<file path="src/rtl/video_frame_buf_sched.sv">
// Purpose : hands out DDR frame buffers to one capture writer and one frame reader; the reader always gets the newest complete frame.
// Latency : grant/drop/ack pulses and their index/address outputs are registered, 1 cycle after the input pulse.
// Backpress: none; pulse interface. A SOF with no free buffer is dropped (wr_drop_o) and the rest of that frame is ignored.
//
// Ports:
//   ACLK/ARESET            clock, synchronous active-high reset
//   enable_i               scheduler enable; low discards the in-flight frame and invalidates latest
//   base_addr_i            address of buffer 0
//   frame_stride_i         byte distance between buffers
//   wr_sof_i/eof_i/err_i   writer frame events
//   wr_grant_o/wr_drop_o   writer grant or drop pulse
//   wr_idx_o/wr_addr_o     buffer granted to the writer
//   rd_req_i/rd_rel_i      reader request and release of the newest frame
//   rd_ack_o               reader grant pulse
//   rd_idx_o/rd_addr_o     buffer held by the reader
//   latest_valid_o         a completed frame is available
//   frame_cnt_o            completed frames (wraps)
//   drop_cnt_o             dropped or aborted frames (saturates)
module video_frame_buf_sched #(
    parameter int NUM_BUFS = 3,
    parameter int AW       = 32,
    parameter int CW       = 16
) (
    input  logic          ACLK,
    input  logic          ARESET,
    input  logic          enable_i,
    input  logic [AW-1:0] base_addr_i,
    input  logic [AW-1:0] frame_stride_i,
    input  logic          wr_sof_i,
    input  logic          wr_eof_i,
    input  logic          wr_err_i,
    output logic          wr_grant_o,
    output logic          wr_drop_o,
    output logic [2:0]    wr_idx_o,
    output logic [AW-1:0] wr_addr_o,
    input  logic          rd_req_i,
    input  logic          rd_rel_i,
    output logic          rd_ack_o,
    output logic [2:0]    rd_idx_o,
    output logic [AW-1:0] rd_addr_o,
    output logic          latest_valid_o,
    output logic [CW-1:0] frame_cnt_o,
    output logic [CW-1:0] drop_cnt_o
);

    typedef enum logic [1:0] {
        W_IDLE   = 2'd0,
        W_ACTIVE = 2'd1,
        W_DROP   = 2'd2
    } wstate_t;

    typedef enum logic {
        R_IDLE = 1'b0,
        R_HOLD = 1'b1
    } rstate_t;

    wstate_t       wstate;
    rstate_t       rstate;
    logic [2:0]    latest_idx;

    logic [NUM_BUFS-1:0] free_bufs;
    logic                sel_found;
    logic [2:0]          sel_idx;
    logic                abort;
    logic                do_sel;
    logic                sel_fail;
    logic [1:0]          drop_inc;
    logic [CW:0]         drop_sum;
    logic [CW-1:0]       drop_next;
    logic [AW-1:0]       wr_mul;
    logic [AW-1:0]       rd_mul;

    // Free = not held by the reader and not the latest completed frame.
    // Uses registered state only, so a same-cycle rd_rel_i still counts as held.
    always_comb begin
        free_bufs = '0;
        for (int i = 0; i < NUM_BUFS; i++) begin
            free_bufs[i] = !((rstate == R_HOLD) && (rd_idx_o == 3'(i))) &&
                           !(latest_valid_o && (latest_idx == 3'(i)));
        end
        sel_found = 1'b0;
        sel_idx   = '0;
        for (int i = NUM_BUFS - 1; i >= 0; i--) begin
            if (free_bufs[i]) begin
                sel_found = 1'b1;
                sel_idx   = 3'(i);
            end
        end
    end

    // An error outranks a SOF outside W_IDLE; a SOF in W_ACTIVE also aborts the open frame.
    assign abort    = enable_i && (wstate == W_ACTIVE) && (wr_err_i || wr_sof_i);
    assign do_sel   = enable_i && wr_sof_i && !(wr_err_i && (wstate != W_IDLE));
    assign sel_fail = do_sel && !sel_found;
    assign drop_inc = {1'b0, abort} + {1'b0, sel_fail};

    // Saturating drop counter: an abort and a failed reselect can land in the same cycle.
    assign drop_sum  = {1'b0, drop_cnt_o} + {{(CW-1){1'b0}}, drop_inc};
    assign drop_next = drop_sum[CW] ? {CW{1'b1}} : drop_sum[CW-1:0];

    assign wr_mul = AW'(sel_idx) * frame_stride_i;
    assign rd_mul = AW'(latest_idx) * frame_stride_i;

    always_ff @(posedge ACLK) begin
        if (ARESET) begin
            wstate         <= W_IDLE;
            rstate         <= R_IDLE;
            latest_idx     <= '0;
            latest_valid_o <= 1'b0;
            wr_grant_o     <= 1'b0;
            wr_drop_o      <= 1'b0;
            wr_idx_o       <= '0;
            wr_addr_o      <= '0;
            rd_ack_o       <= 1'b0;
            rd_idx_o       <= '0;
            rd_addr_o      <= '0;
            frame_cnt_o    <= '0;
            drop_cnt_o     <= '0;
        end else begin
            wr_grant_o <= 1'b0;
            wr_drop_o  <= 1'b0;
            rd_ack_o   <= 1'b0;
            drop_cnt_o <= drop_next;

            // Writer
            if (!enable_i) begin
                wstate         <= W_IDLE;
                latest_valid_o <= 1'b0;
            end else if (do_sel) begin
                if (sel_found) begin
                    wstate     <= W_ACTIVE;
                    wr_grant_o <= 1'b1;
                    wr_idx_o   <= sel_idx;
                    wr_addr_o  <= base_addr_i + wr_mul;
                end else begin
                    wstate    <= W_DROP;
                    wr_drop_o <= 1'b1;
                end
            end else begin
                case (wstate)
                    W_ACTIVE: begin
                        if (wr_err_i) begin
                            wstate <= W_IDLE;
                        end else if (wr_eof_i) begin
                            wstate         <= W_IDLE;
                            latest_idx     <= wr_idx_o;
                            latest_valid_o <= 1'b1;
                            frame_cnt_o    <= frame_cnt_o + CW'(1);
                        end
                    end
                    W_DROP: begin
                        if (wr_err_i || wr_eof_i) begin
                            wstate <= W_IDLE;
                        end
                    end
                    W_IDLE:  ;
                    default: wstate <= W_IDLE;
                endcase
            end

            // Reader: sees the latest_idx registered before any same-cycle EOF.
            case (rstate)
                R_IDLE: begin
                    if (rd_req_i && latest_valid_o) begin
                        rstate    <= R_HOLD;
                        rd_ack_o  <= 1'b1;
                        rd_idx_o  <= latest_idx;
                        rd_addr_o <= base_addr_i + rd_mul;
                    end
                end
                R_HOLD: begin
                    // A request beats a same-cycle release: the reader moves to the newest frame.
                    if (rd_req_i && latest_valid_o) begin
                        rd_ack_o  <= 1'b1;
                        rd_idx_o  <= latest_idx;
                        rd_addr_o <= base_addr_i + rd_mul;
                    end else if (rd_rel_i) begin
                        rstate <= R_IDLE;
                    end
                end
                default: rstate <= R_IDLE;
            endcase
        end
    end

endmodule

</file>
<file path="config.mk">
export PLATFORM = sky130hd
export DESIGN_NAME = video_frame_buf_sched
export DESIGN_NICKNAME = d
export VERILOG_FILES = /design/src/rtl/video_frame_buf_sched.sv
export SDC_FILE = /design/constraint.sdc
export NUM_CORES = 1
export LEC_CHECK = 0
export BUFFER_PORTS_ARGS = -buffer_cell sky130_fd_sc_hd__buf_2
export CORE_ASPECT_RATIO = 0.7
export CORE_MARGIN = 3
export CORE_UTILIZATION = 25
export CTS_CLUSTER_DIAMETER = 30
export CTS_CLUSTER_SIZE = 8
export DETAILED_ROUTE_END_ITERATION = 10
export PLACE_DENSITY = 0.46
export SLEW_MARGIN = 20
export SYNTH_ARGS = -nofsm -noshare
export SYNTH_HDL_FRONTEND = slang
export SYNTH_SLANG_ARGS = --single-unit
export TNS_END_PERCENT = 50
</file>
<file path="constraint.sdc">
create_clock -name ACLK -period 5.2 [get_ports ACLK]
set_input_delay 0.26 -clock ACLK [delete_from_list [all_inputs] [get_ports ACLK]]
set_output_delay 0.26 -clock ACLK [all_outputs]
set_load 0.02 [all_outputs]
</file>
==> Word level (Yosys, flattened, before mapping) <==
Cells that the tools add are included.
{ "totals": {"regBits": 112, "output_inout_bits": 106, "elab_cells": 90} }
{ "classes": {"n_addsub": 5, "multipliers": 2, "n_eq_ne": 9, "muxes": 21, "bitwise": 4, "reduce_logical": 36} }
{ "ops": {"columns": ["cell", "count"], "rows": [
  ["adder 32 bit", 2],
  ["multiplier 3 x 32 -> 32 bit", 2],
  ["two-way mux 32 bit", 1],
  ["adder 16 x 2 -> 17 bit", 1],
  ["adder 16 x 1 -> 16 bit (second input constant)", 1],
  ["logical AND 1 bit", 16],
  ["two-way mux 16 bit", 1],
  ["two-way mux 2 bit", 7],
  ["zero test 1 bit", 8],
  ["two-way mux 1 bit", 8],
  ["equality test 3 x 1 -> 1 bit (second input constant)", 2],
  ["equality test 3 x 2 -> 1 bit (second input constant)", 2],
  ["zero test 3 bit", 2],
  ["two-way mux 3 bit", 2],
  ["case mux 2 bit (3 select lines)", 1],
  ["AND reduction 3 bit", 2],
  ["AND reduction 5 bit", 1],
  ["inequality test 4 bit (second input constant)", 1],
  ["NOT 1 bit", 4],
  ["AND reduction 4 bit", 1],
  ["inequality test 3 bit (second input constant)", 1],
  ["OR reduction 3 bit", 1],
  ["adder 1 x 1 -> 2 bit", 1],
  ["equality test 2 x 1 -> 1 bit (second input constant)", 1],
  ["other kinds (7)", 8]
]} }

==> Depth between registers and ports, before layout <==
{ "logic_depth": {"ltp_word": 12, "mapped_depth": 17, "ltp_nobuf": 15} }

==> Least setup slack after synthesis <==
No wires, ideal clock.
{ "synth_path": {"path_type": "register to register", "startpoint": "register latest_valid_o", "endpoint": "register wr_addr_o[29]", "setup_ns": 0.062, "arrival_time_ns": 4.124, "setup_slack_ns": 1.014, "path_stages_with_launch": 16, "n_path_buf": 1, "period_less_slack_ns": 4.186, "cell_sequence": "dfxtp_1 > nand2b_1 > nor3_1 > clkbuf_1 > nand2_1 > fa_1 > inv_1 > fa_1 > a211oi_2 > o21ai_2 > a2111oi_4 > o41ai_2 > a21oi_2 > o221ai_2 > or4b_1 > nand3_1"} }
{ "synth_via": {"elab_chain_len": 8} }
{ "synth_lines": {"columns": ["item", "line_no", "text"], "rows": [
  ["start: declaration", "41", "output logic latest_valid_o,"],
  ["start signal: assignment", "109", "latest_valid_o <= 1'b0;"],
  ["start signal: assignment", "128", "latest_valid_o <= 1'b0;"],
  ["start signal: assignment", "147", "latest_valid_o <= 1'b1;"],
  ["logical AND 1 bit", "79", "!(latest_valid_o && (latest_idx == 3'(i)));"],
  ["zero test 1 bit", "79", null],
  ["logical AND 1 bit", "78", "free_bufs[i] = !((rstate == R_HOLD) && (rd_idx_o == 3'(i))) &&"],
  ["two-way mux 2 bit (2 in a row)", "84", "if (free_bufs[i]) begin"],
  ["two-way mux 3 bit", "84", null],
  ["multiplier 3 x 32 -> 32 bit", "101", "assign wr_mul = AW'(sel_idx) * frame_stride_i;"],
  ["adder 32 bit", "134", "wr_addr_o <= base_addr_i + wr_mul;"],
  ["end signal: assignment", "134", null],
  ["end: declaration", "35", "output logic [AW-1:0] wr_addr_o,"]
]} }
Several ways; a longest one is shown, not always the timed one.
A chain may end at the register's enable or synchronous reset.

==> Worst setup path in the final report <==
Same ends and word-level chain as after synthesis.

==> results.sh <==
export IMPL_seq_area_frac_synth_pct=20.8
export IMPL_finalInstanceArea_um2=12200
export IMPL_hpwlAfterDp_mm=26.9
export IMPL_start_util_pct=25.4
export IMPL_numCtsBuffers=9
export IMPL_dieArea_um2=44500
export IMPL_synthArstFlopShare_pct=0
export IMPL_cts_root_buf="clkbuf_16"
export IMPL_ys_flop_type="dfxtp_1"
export IMPL_placedInstanceArea_um2=11900
export IMPL_leakage_nw=5.83
export IMPL_dp_cells=2069
export IMPL_crit_path_end_kind="register"
export IMPL_p_sw_mw=0.622
export IMPL_drt_first_iter_violations=506
export IMPL_vdd_drop_max_uv=173
export IMPL_p_int_mw=1.34
export IMPL_overflow=0
export IMPL_nFillCells=4553
export IMPL_synth_area_per_cell_um2=7.49
export IMPL_crit_family="compound AO/OA/AOI/OAI gates"
export IMPL_synth_seq_cells=109
export IMPL_cts_max_path_buffers=2
export IMPL_worstPathRequired_ps=5540
export IMPL_hp_class="in2reg"
export IMPL_cts_resized=0
export IMPL_wl_met3_mm=1.33
export IMPL_area_growth_pct=16.3
export IMPL_switching_share_pct=31.6
export IMPL_finalSetupTns_ps=0
export IMPL_grt_setup_unrepaired="no"
export IMPL_syn_inst=1403
export IMPL_power_density_nw_per_um2=161
export IMPL_cts_sinks=109
export IMPL_detailedPlace_worstSlack_ps=839
export IMPL_synth_top_family_by_area="adder cells"
export IMPL_synth_edf_count=0
export IMPL_viasPerCell=4.49
export IMPL_cts_reportedPaths_clkPinSlew_ps=90
export IMPL_worstPathMaxFanout=14
export IMPL_place_gp_congestion=0.885
export IMPL_finalMaxSlewViolations=0
export IMPL_seq_area_um2=2180
export IMPL_synth_xor_area_share_pct=5.42
export IMPL_htree_levels=3
export IMPL_worst_pin_slew_ps=691
export IMPL_status="finished clean"
export IMPL_stdcell_count=2088
export IMPL_maxCapViolations=0
export IMPL_cp_arrival_ps=4700
export IMPL_utilization_pct=29.6
export IMPL_fin_ws_ps=844
export IMPL_rows=62
export IMPL_core_area_um2=41300
export IMPL_hold_viol_final=0
export IMPL_cp_cell_sequence="nand2b_1 > mux2i_1 > o21a_1 > buf_4 > and2_1 > fa_1 > ha_1 > fa_1 > a211oi_2 > o21ai_2 > a2111oi_4 > o41ai_2 > a21oi_2 > o221ai_2 > or4b_1 > nand3_1"
export IMPL_cts_setup_buffers=0
export IMPL_wl_met2_mm=13.5
export IMPL_synthesis_area_um2=10500
export IMPL_m1WireLength_mm=18.1
export IMPL_pwr_share_seq_pct=43.7
export IMPL_path_class="reg2reg"
export IMPL_ys_types=65
export IMPL_critical_path_most_common_cell="fa_1"
export IMPL_min_period_over_period_pct=83.8
export IMPL_slew_headroom_pct=52.7
export IMPL_track_usage_pct=15.1
export IMPL_skew_ps=13.1
export IMPL_finalWirelength_mm=33.3
export IMPL_mostFrequentLayoutCells="inv_1 (228), nand2_1 (194), buf_2 (174), a21oi_1 (134), dfxtp_1 (109)"
export IMPL_nNetsFinal=1765
export IMPL_period_minus_slack_ps=4360
export IMPL_multi_input_area_um2=7210
export IMPL_synth_compound_area_share_pct=17.4
export IMPL_layout_commonest_cell="inv_1"
export IMPL_critPathMaxStageDelay_ps=490
export IMPL_synth_warning_count=0
export IMPL_grt_pass1_vias=8949
export IMPL_grt_pass1_wl_mm=52.3
export IMPL_drive_gt1_share_pct=14.0
export IMPL_synthSimpleGateAreaFrac_pct=21.7
export IMPL_comb_power_share_pct=16.0
export IMPL_synthMuxAreaShare_pct=0.762
export IMPL_cp_start_kind="register"
export IMPL_path_buf_inv=1
export IMPL_cts_tree="yes"
export IMPL_clock_latency_ps=390
export IMPL_dr_pass1_iters=5
export IMPL_yosys_area_share_adder_pct=23.1
export IMPL_grt_max_degree=55
export IMPL_die_h_um=177
export IMPL_via_count=9371
export IMPL_antenna_found_initial=4
export IMPL_cts_hold_buffers_added=0
export IMPL_routedWlPerCell_um=16.0
export IMPL_dieWidth_um=251
export IMPL_top_layer="met4"
export IMPL_fmax_mhz=230
export IMPL_cp_slowest_cell="a2111oi_4"
export IMPL_io_pins=178
export IMPL_setup_viol=0
export IMPL_power_share_clock_pct=40.3
export IMPL_ant_nets=0
export IMPL_port_buffers=175
export IMPL_drc=0
-- path summary, 6_finish.rpt --
| kind | from | to | slack [ps] | depth (start not counted) |
|---|---|---|---|---|
| setup / recovery | latest_valid_o | wr_addr_o[29] | 840 | 16 |
| hold / removal | wr_eof_i | wstate[1] | 120 | 2 |
| setup reg to reg | latest_valid_o | wr_addr_o[29] | 840 | 16 |
| hold reg to reg | wr_addr_o[6] | wr_addr_o[6] | 450 | 2 |
-- layout make-up --
cell class,count,share of cell area [%]
multi-input combinational,1002,59.0
sequential,109,17.9
timing repair buffer,186,7.87
clock inverter,7,0.799
tap,544,5.57
clock buffer,9,1.84
antenna,3,0.0615
inverter,228,7.01
-- cell usage after synthesis (6+ instances only) --
cell,instances,area [um^2]
a31oi_1,11,68.8
nor4b_1,6,52.6
inv_1,228,856
xor2_1,20,175
nor2b_1,9,56.3
o211ai_1,9,67.6
o21bai_1,11,82.6
a21o_1,22,165
dfxtp_1,109,2180
nor3_1,25,125
clkbuf_1,50,188
a21oi_1,134,671
o21ai_0,44,220
nand4_1,19,119
or3_1,13,81.3
nand2b_1,6,37.5
fa_1,62,1240
nand3_1,40,200
nor2_1,62,233
xnor2_1,45,394
mux2i_1,8,80.1
and2_1,72,450
a211oi_1,16,120
ha_1,95,1190
o21a_1,8,60.1
nand2_1,194,728
and3_1,10,62.6
-- power groups by stage --
stage	sequential (mW)	combinational, mW	clock (mW)
global placement	0.878	0.315	0
detailed placement	0.878	0.314	0
global route	0.861	0.353	0.860
floorplan	0.897	0.171	0
finish	0.859	0.315	0.792
CTS	0.859	0.317	0.835
-- through the flow --
stage               hold slack (ps)  power (mW)
floorplan                       337        1.07
global placement                438        1.19
detailed placement              441        1.19
CTS                            89.5        2.01
global route                    109        2.07
finish                          121        1.97
-- routing by layer --
| layer | track usage (%) | vias to the layer above |
|---|---|---|
| met2 | 21.3 | 172 |
| met5 | 0 | - |
| met3 | 2.72 | 15 |
| li1 | - | 4877 |
| met1 | 23.1 | 4307 |
| met4 | 4.13 | 0 |
-- cell families (layout without fill, tap and decap cells) --
group,count (synthesis),count (layout)
buffers and inverters,294,430
AOI/OAI and AO/OA,295,295
xor gates and xnor gates,65,65
other,2,7
adders and majority gates,157,157
muxes,8,8
DFF,109,109
and+or+nand+nor,473,473
-- sequential cells by signal, summed over array words and instances, names as in the netlist --
register and count:
frame_cnt_o 16, rd_ack_o 1, latest_valid_o 1, wr_grant_o 1, latest_idx 2, wstate 2, wr_drop_o 1, rd_addr_o 32
drop_cnt_o 16, rstate 1, rd_idx_o 2, wr_idx_o 2, wr_addr_o 32
No activity file was read; power rests on OpenSTA's default activity.
